--- src/rtl/instr_fetch_pkg.sv ---
// Shared CPU definitions: fetch FSM encodings, debounce default and opcode map.
package instr_fetch_pkg;

  localparam int DEBOUNCE_CYCLES_DEF = 16;

  typedef enum logic [1:0] {
    WAIT_HI = 2'd0,
    WAIT_LO = 2'd1,
    ISSUE   = 2'd2,
    EXEC    = 2'd3
  } fetch_state_e;

  typedef enum logic [3:0] {
    OP_NOP  = 4'h0,
    OP_LDI  = 4'h1,
    OP_ADD  = 4'h2,
    OP_SUB  = 4'h3,
    OP_AND  = 4'h4,
    OP_OR   = 4'h5,
    OP_XOR  = 4'h6,
    OP_JMP  = 4'h7,
    OP_JZ   = 4'h8,
    OP_OUT  = 4'h9,
    OP_HALT = 4'hF
  } opcode_e;

  // Replace the low byte of a staged instruction word.
  function automatic logic [15:0] merge_low(input logic [15:0] stage, input logic [7:0] lo);
    return {stage[15:8], lo};
  endfunction

endpackage

--- src/rtl/btn_debounce.sv ---
// Push-button conditioner: 2-flop synchronizer, counter debounce, rising-edge pulse.
module btn_debounce
  import instr_fetch_pkg::*;
#(
  parameter int DEBOUNCE_CYCLES = DEBOUNCE_CYCLES_DEF
) (
  input  logic clk,
  input  logic rst,
  input  logic btn_raw,
  output logic level,
  output logic rise_pulse
);

  localparam logic [7:0] LAST_CNT = 8'(DEBOUNCE_CYCLES - 1);

  logic       sync1_r;
  logic       sync2_r;
  logic       level_r;
  logic       level_q_r;
  logic       rise_r;
  logic [7:0] cnt_r;

  // Bring the asynchronous button into the clock domain.
  always_ff @(posedge clk or posedge rst) begin
    if (rst) begin
      sync1_r <= 1'b0;
      sync2_r <= 1'b0;
    end else begin
      sync1_r <= btn_raw;
      sync2_r <= sync1_r;
    end
  end

  // Level flips only after DEBOUNCE_CYCLES uninterrupted disagreeing samples.
  always_ff @(posedge clk or posedge rst) begin
    if (rst) begin
      level_r <= 1'b0;
      cnt_r   <= 8'd0;
    end else if (sync2_r != level_r) begin
      if (cnt_r == LAST_CNT) begin
        level_r <= sync2_r;
        cnt_r   <= 8'd0;
      end else begin
        cnt_r   <= cnt_r + 8'd1;
      end
    end else begin
      cnt_r <= 8'd0;
    end
  end

  // One-cycle pulse the cycle after the debounced level rises.
  always_ff @(posedge clk or posedge rst) begin
    if (rst) begin
      level_q_r <= 1'b0;
      rise_r    <= 1'b0;
    end else begin
      level_q_r <= level_r;
      rise_r    <= level_r & ~level_q_r;
    end
  end

  assign level      = level_r;
  assign rise_pulse = rise_r;

endmodule

--- src/rtl/instr_fetch.sv ---
// Two-press instruction entry: high byte, low byte, then issue to the core and wait for it.
module instr_fetch
  import instr_fetch_pkg::*;
#(
  parameter int DEBOUNCE_CYCLES = DEBOUNCE_CYCLES_DEF
) (
  input  logic        clk,
  input  logic        rst,
  input  logic [7:0]  sw_in,
  input  logic        btn_raw,
  input  logic        core_busy,
  output logic [3:0]  opcode,
  output logic [11:0] instr,
  output logic        inst_done,
  output logic        btn_edge,
  output logic [1:0]  state_dbg
);

  fetch_state_e state_r;
  logic [15:0]  staging_r;
  logic [3:0]   opcode_r;
  logic [11:0]  instr_r;
  logic         inst_done_r;
  logic         exec_min_r;
  logic         btn_edge_s;
  logic         btn_level_s;

  btn_debounce #(
    .DEBOUNCE_CYCLES(DEBOUNCE_CYCLES)
  ) u_btn_debounce (
    .clk       (clk),
    .rst       (rst),
    .btn_raw   (btn_raw),
    .level     (btn_level_s),
    .rise_pulse(btn_edge_s)
  );

  // Fetch FSM; outputs are loaded on the edge into ISSUE so they are valid while inst_done is high.
  always_ff @(posedge clk or posedge rst) begin
    if (rst) begin
      state_r     <= WAIT_HI;
      staging_r   <= 16'd0;
      opcode_r    <= 4'd0;
      instr_r     <= 12'd0;
      inst_done_r <= 1'b0;
      exec_min_r  <= 1'b0;
    end else begin
      inst_done_r <= 1'b0;
      case (state_r)
        WAIT_HI: begin
          if (btn_edge_s) begin
            staging_r[15:8] <= sw_in;
            state_r         <= WAIT_LO;
          end
        end
        WAIT_LO: begin
          if (btn_edge_s) begin
            staging_r             <= merge_low(staging_r, sw_in);
            {opcode_r, instr_r}   <= merge_low(staging_r, sw_in);
            inst_done_r           <= 1'b1;
            state_r               <= ISSUE;
          end
        end
        ISSUE: begin
          exec_min_r <= 1'b0;
          state_r    <= EXEC;
        end
        EXEC: begin
          // First EXEC cycle only arms the minimum; core_busy is honoured from the second on.
          if (exec_min_r && !core_busy) begin
            state_r <= WAIT_HI;
          end else begin
            exec_min_r <= 1'b1;
          end
        end
        default: state_r <= WAIT_HI;
      endcase
    end
  end

  assign opcode    = opcode_r;
  assign instr     = instr_r;
  assign inst_done = inst_done_r;
  assign btn_edge  = btn_edge_s;
  assign state_dbg = state_r;

endmodule

--- config.mk ---
export PLATFORM = sky130hd
export DESIGN_NAME = instr_fetch
export DESIGN_NICKNAME = d
export VERILOG_FILES = /design/src/rtl/instr_fetch_pkg.sv /design/src/rtl/btn_debounce.sv /design/src/rtl/instr_fetch.sv
export SDC_FILE = /design/constraint.sdc
export NUM_CORES = 1
export LEC_CHECK = 0
export BUFFER_PORTS_ARGS = -buffer_cell sky130_fd_sc_hd__buf_4
export CORE_ASPECT_RATIO = 0.5
export CORE_MARGIN = 1.5
export CORE_UTILIZATION = 40
export DETAILED_ROUTE_END_ITERATION = 6
export GPL_TIMING_DRIVEN = 0
export PLACE_DENSITY = 0.72
export SLEW_MARGIN = 20
export SYNTH_ARGS = -nofsm -noshare
export SYNTH_HDL_FRONTEND = slang
export SYNTH_SLANG_ARGS = --single-unit
--- constraint.sdc ---
create_clock -name clk -period 4.2 [get_ports clk]
set_input_delay 0.63 -clock clk [delete_from_list [all_inputs] [get_ports clk]]
set_output_delay 0.63 -clock clk [all_outputs]
set_load 0.01 [all_outputs]
# Word level (Yosys, flattened, before mapping)
# Index checks and enable logic that the tools add are counted.
# Widths: inputs -> output; s select.
# totals
out_inout_bits	20
regBits	41
wordCells	46
# classes
reduce_logical	9
bitwise_logic	3
addsub	1
eq_ne	9
n_mux	12
# op_table
operator	count
$mux 8	3
$pmux 8 s2	1
$add 8x1->8 const B	1
$eq 8x4->1 const B	1
$pmux 2 s4	1
$mux 2	3
$reduce_and 2->1	3
$reduce_and 3->1	2
$eq 2x2->1 const B	2
$ne 2x1->1 const B	2
$ne 2x2->1 const B	2
$mux 1	3
$eq 2x1->1 const B	1
$logic_not 2->1	1
$not 1->1	2
$pmux 1 s2	1
$reduce_bool 2->1	1
$and 1x1->1	1
$logic_and 1x1->1	1
$logic_not 1->1	1
$ne 1x1->1	1

# Logic depth before layout (Yosys ltp)
# Gate-level depths: netlist (run 1).
# logic_depth
word_depth	4
ltp_mapped	5
ltp_nobuf	5

# Modules after synthesis
# Synthesis (run 1) repeated with hierarchy kept, for this count alone.
# unflattened
hier_cells	117
hier_area_um2	1709.1
# by_module_without_submodules
mod	n_inst	cells_each	area_per_inst_um2
instr_fetch	1	72	1166.1
btn_debounce	1	45	543.0

# Worst setup path after synthesis (run 1)
# No wires, ideal clock.
# synth_timing
kind	flip-flop to flip-flop
start	register state_r[1] (netlist: state_dbg[1])
end	register instr_r[0] (netlist: instr[0])
setup_ps	125
slack_ps	2661
n_path_buf	1
t_arrival_ps	1414
path_stages_with_launch	6
path_cell_list	dfrtp_1 -> inv_1 -> ha_1 -> nand2_2 -> buf_2 -> mux2_2
# synth_between
elab_chain_len	2
# synth_rtl
item	line_no	source
start, declared	instr_fetch.sv:19	fetch_state_e state_r;
start signal, assigned	instr_fetch.sv:41	state_r <= WAIT_HI;
start signal, assigned	instr_fetch.sv:53	state_r <= WAIT_LO;
start signal, assigned	instr_fetch.sv:61	state_r <= ISSUE;
$eq 2x1->1	instr_fetch.sv:49	case (state_r)
$reduce_and 2->1 (no line)	n/a	
end signal, assigned	instr_fetch.sv:59	{opcode_r, instr_r} <= merge_low(staging_r, sw_in);
end, declared	instr_fetch.sv:22	logic [11:0] instr_r;
# No other way between the ends.
# A chain may end at the register's enable or synchronous reset.

# Worst setup path in the final report (run 1)
# layout_timing
start	register state_r[1] (netlist: state_dbg[1])
end	register instr_r[1] (netlist: instr[1])
# Same word-level chain as after synthesis.

==> metrics.txt, run 1 <==
status complete, no violations; port buffer count 31; crit path kind flop to flop; RSZ-0062 raised after global routing false; standby leakage power 1.01 nW; Synth Register Bits between 40 and 50; Final ANT Viol Nets 0; CP required 4380 ps; setup ws final about 2500 ps; Register-to-Register Path Depth 5; placed insts 202; final non-filler cell total 210; delay of the slowest cell on the worst path 420 ps; layout cells sized above 1 0.455; CTS tree built; crit-path max FO 10; CP Buf/Inv Count 2; CTS H-Tree Depth 2; Sw Share 0.263; Max Slew Vio Count 0; post-synthesis sequential area ratio 0.617; Setup TNS 0 ps; Rel. slew slack 0.578; Post-Place Worst Slack 2490 ps; Syn Std Cell Area between 0.0015 and 0.002 mm2; die height around 49 um; Worst-path clk slew about 70 ps; final number of hold-violating endpoints 0; Routed WL 2680 um; Cells after Synth between 100 and 150; Fmax 593 MHz; gr usage total 0.139; crit end category flop; Fin Clk Skew 3.03 ps; gp weighted congestion 0.687; critical path's top delay family flip-flops; Max Root-Sink Buffers 2; core area 0.00394 mm2; largest net degree at the start of global routing 24; Top Ports 32; Cell Int Power 0.000618 W; GRT overflow 0; ant diodes 0; mean area per synthesized cell between 10 and 15 um2; VDD IR max 0.145 mV; part of the power in registers 0.531; fin crit period 1690 ps; std cell rows 16; RR Endpoint instr[1]; Max-Cap Viols 0; R2R Setup Slk 2510 ps; fin crit share 0.402; Net Sw Power 0.000220 W; Die X 94.2 um; Setup violations, final 0; Logic pwr share 0.179; Initial DRT Pass Iterations 3; Hold Crit Class primary input to asynchronous set/reset pin; worst-path cell chain inv_1 -> ha_1 -> nand2_2 -> buf_2 -> mux2_2; WP depth 5; Area Growth Syn to Fin 24.7%; per-cell routed wire length 12.7 um; fin nets 173; worst slew pin tran between 600 and 700 ps; Root Driver clkbuf_8; DRT iter0 DRCs 17; RR Startpoint state_dbg[1]; Sink Count 41; Starting Density 0.421; Worst EP arrival roughly 1900 ps; clock network power share 0.290; final hold slack 344 ps; Skew-Pair Late Insertion Delay between 200 and 300 ps; Syn Nets around 130; first-pass GRT wire length 4710 um; via/cell ratio 4.83; post-CTS sizing 0; post-DP HPWL 1980 um; P per Cell Area 405 mW/mm2; die footprint 0.00457 mm2; cts hold-fix bufs 0; number of buffers created by CTS 5; Ys Warns 0; Netlist cell types 27; crit path launch type flop; number of global-route vias before repair 1034; Worst Setup SP state_dbg[1]; Setup Fix Bufs, Post-CTS 0; CP max stage cell dfrtp_1; DR DRC count 0; initial antenna violation count 0; DR vias 1014
[registers in the layout, summed over array words and instances (netlist names)]
signal / cells
exec_min_r: 1
inst_done: 1
opcode: 4
u_btn_debounce.sync2_r: 1
u_btn_debounce.rise_pulse: 1
u_btn_debounce.sync1_r: 1
u_btn_debounce.cnt_r: 8
staging_r: 8
u_btn_debounce.level_q_r: 1
instr: 12
state_dbg: 2
u_btn_debounce.level: 1
[how the worst max path moves through the flow]
stage,endpoint
2_1_floorplan,exec_min_r
3_3_place_gp,inst_done
3_5_place_dp,instr[1]
4_1_cts,instr[1]
5_1_grt,opcode[2]
6_report,instr[1]
[worst register-to-register path, delay by kind of cell (launching register included)]
kind / cells / cell delay [ps]
fa+ha+maj: 1 / 210
buf+inv: 2 / 400
flops: 1 / 420
mux: 1 / 370
simple gates: 1 / 180
[per-layer routing]
layer | GRT usage | up-vias | part of all wire
met5 | 0 | - | 0
met3 | 0.0440 | 5 | 0.044
li1 | - | 489 | -
met4 | 0.0746 | 0 | 0.019
met1 | 0.159 | 502 | 0.43
met2 | 0.235 | 18 | 0.50
[Yosys cell counts (all sizes together)]
cell     count  area, um2
a21o         1       7.51
nor2b        2       12.5
nor4         1       21.3
a22o         1       8.76
a2bb2oi      1       8.76
o21ai        3       15.0
nand4        1       6.26
nor2         4       15.0
ha           6       75.1
a311oi       1       8.76
dfrtp       41       1030
inv          6       22.5
or3          4       25.0
mux2i        1       10.0
a41o         1       11.3
a21oi        4       23.8
xnor2        2       17.5
nand3        2       10.0
nand2        4       17.5
a31oi        1       6.26
buf          1       5.00
and2b        1       8.76
nand2b       1       6.26
mux2        26        293
[through the flow]
step | cell area [um2] | power [W] | utilization
6_report | 2070 | 0.000838 | 0.525
3_5_place_dp | 1990 | 0.000607 | 0.504
2_1_floorplan | 1660 | 0.000550 | -
4_1_cts | 2070 | 0.000849 | 0.525
3_3_place_gp | 1960 | 0.000596 | 0.497
5_1_grt | 2070 | 0.000891 | 0.525
[final cells by class]
cell class | count | area (um2)
sequential | 41 | 1030
multi-input combinational | 68 | 608
tap | 54 | 67.6
timing repair buffer | 32 | 260
clock buffer | 6 | 72.6
buffer | 1 | 5.00
fill | 346 | 1870
inverter | 6 | 22.5
clock inverter | 2 | 10.0
[layout by cell type, fill, tap and decap left out, types with 2 or more instances in the layout]
master,count
dfrtp_1,41
buf_4,31
mux2_2,25
ha_1,6
inv_1,5
clkbuf_8,5
nor2_1,4
or3_1,4
nand2_1,3
o21ai_0,3
a21oi_1,3
nand3_1,2
xnor2_1,2
nor2b_1,2
clkinv_2,2
[power by group through the flow]
| stage | Sequential (W) | Clock [W] | Combinational (W) |
|---|---|---|---|
| 2_1_floorplan | 0.000455 | 0 | 0.0000952 |
| 3_3_place_gp | 0.000452 | 0 | 0.000144 |
| 3_5_place_dp | 0.000453 | 0 | 0.000155 |
| 4_1_cts | 0.000446 | 0.000249 | 0.000154 |
| 5_1_grt | 0.000450 | 0.000268 | 0.000173 |
| 6_report | 0.000445 | 0.000243 | 0.000150 |
[kinds of logic after synthesis]
family	count (synthesis)	synth area share
mux	27	0.182
xor+xnor	2	0.0105
flops	41	0.617
fa+ha+maj	6	0.0452
buf+inv	7	0.0166
simple gates	20	0.0738
compound gates	13	0.0542
Note: power is estimated with default switching activity, not from simulation.
==> inputs of run 2 (changes only) <==
==> constraint.sdc (replaced) <==
create_clock -name clk -period 1.7 [get_ports clk]
set_input_delay 0.255 -clock clk [delete_from_list [all_inputs] [get_ports clk]]
set_output_delay 0.255 -clock clk [all_outputs]
set_load 0.01 [all_outputs]
==> run 2 against run 1 <==
Fmax is 8.8% higher; die area stayed put; clock skew is 1.2 ps higher; clock power is 150% higher; sequential share of layout area is 0.27 points lower; critical endpoint unchanged.
==> metrics.txt, run 2 (same netlist as run 1, synthesis figures left out) <==
status complete, no violations; crit end category flop; Max Root-Sink Buffers 2; DR vias slightly above 1000; Worst EP arrival around 1700 ps; worst slew pin tran 628 ps; fin nets about 170; highest-count cells in the layout ignoring fill and taps dfrtp_1 (41), buf_4 (31), mux2_2 (25), ha_1 (6); Worst-path clk slew 70 ps; CTS tree built; Hold Crit Class primary input to flop; delay of the slowest cell on the worst path ~420 ps; Final Core Density 0.528; CP max stage cell dfrtp_1; Routed WL 2680 um; die height 48.6 um; Die X ~94 um; placed insts 202; Setup violations, final 0; final hold slack 72.0 ps; DR DRC count 0; P per Cell Area 1000 mW/mm2; Fin Clk Skew between 4 and 5 ps; DRT iter0 DRCs 18; Final ANT Viol Nets 0; Post-Place Worst Slack -12.8 ps; Max Slew Vio Count 0; Area Growth Syn to Fin 25.4%; worst-path cell chain inv_1 -> ha_1 -> nand2_2 -> mux2_2; largest net degree at the start of global routing 24; crit path launch type flop; setup ws final 151 ps; commonest non-fill, non-tap cell in the layout dfrtp_1; Fmax 645 MHz; ant diodes 0; VDD IR max 0.360 mV; met1 usage 0.162; crit-path max FO 17; fin crit period 1550 ps; core area 0.00394 mm2; Setup TNS 0 ps; critical path's top delay family flip-flops; crit path kind flop to flop; Top Ports 32; final non-filler cell total 210; RSZ-0062 raised after global routing false; per-cell routed wire length 12.8 um; CP Buf/Inv Count 1; post-DP HPWL 1980 um; std cell rows 16; GR Util met2 0.231; fin crit share 0.911; Setup Fix Bufs, Post-CTS 0; initial antenna violation count 0; gp weighted congestion slightly below 0.7; standby leakage power 1.02 nW; Starting Density 0.421; Root Driver clkbuf_8; Skew-Pair Late Insertion Delay 290 ps; number of buffers created by CTS 5; Rel. slew slack 0.578; Sink Count 41; layout cells sized above 1 0.455; die footprint around 0.0046 mm2; Initial DRT Pass Iterations 2; number of global-route vias before repair ~1000; most used routing layer met2; GRT overflow 0; via/cell ratio approximately 4.9; M3 GR Usage 0.0440; first-pass GRT wire length 4730 um; CP required 1880 ps; port buffer count 31; gr usage total 0.139; CTS H-Tree Depth 2; max FFs per register 12; Max-Cap Viols 0; final number of hold-violating endpoints 0
==> run 2: cell count changes in the layout (fill, tap and decap cells not counted), sizes merged <==
cell / before / now
dlygate4sd3: 0 / 1
buf: 33 / 32
==> run 2: path summary, 6_finish.rpt <==
check                                     endpoint  slack, ps              startpoint  cells after the start
setup / recovery                          instr[1]        150            state_dbg[1]                      4
hold / removal              u_btn_debounce.sync1_r         70                 btn_raw                      1
setup reg to reg                          instr[1]        150            state_dbg[1]                      4
hold reg to reg             u_btn_debounce.sync2_r        350  u_btn_debounce.sync1_r                      0
max in group asynchronous                 instr[4]        690                     rst                      4
min in group asynchronous  u_btn_debounce.cnt_r[4]        550                     rst                      3
==> run 2: through the flow <==
step / total power [W] / area [um2]
global placement: 0.00147 / 1960
detailed placement: 0.00150 / 1990
CTS: 0.00210 / 2080
finish: 0.00209 / 2080
global route: 0.00222 / 2080
floorplan: 0.00136 / 1660
==> run 2: repair_timing <==
item                                   in CTS  in global routing
pin swaps                                   0                  0
hold buffers                                1                  0
resized for setup                           0                  1
endpoints found under the hold margin      18                  0
setup endpoints to repair                   9                  1
==> run 2: where the power goes <==
group / leakage, nW / internal (W) / switching, W
registers: 0.522 / 0.00104 / 0.0000560
logic: 0.448 / 0.000210 / 0.000182
clock network: 0.0450 / 0.000284 / 0.000316
total: 1.02 / 0.00154 / 0.000554
==> run 2: cell type report <==
type	instances	area, um2
clock buffers	6	72.6
clock inverters	2	10.0
fillers	348	1860
inverters	6	22.5
multi-input cells	68	614
flip-flops and latches	41	1030
well taps	54	67.6
repair buffers	33	270
==> run 2: per-layer routing <==
layer | wire (um) | up-vias
met5 | 0 | -
met4 | 51 | 0
met3 | 120 | 5
met2 | 1300 | 18
met1 | 1200 | 508
li1 | - | 491
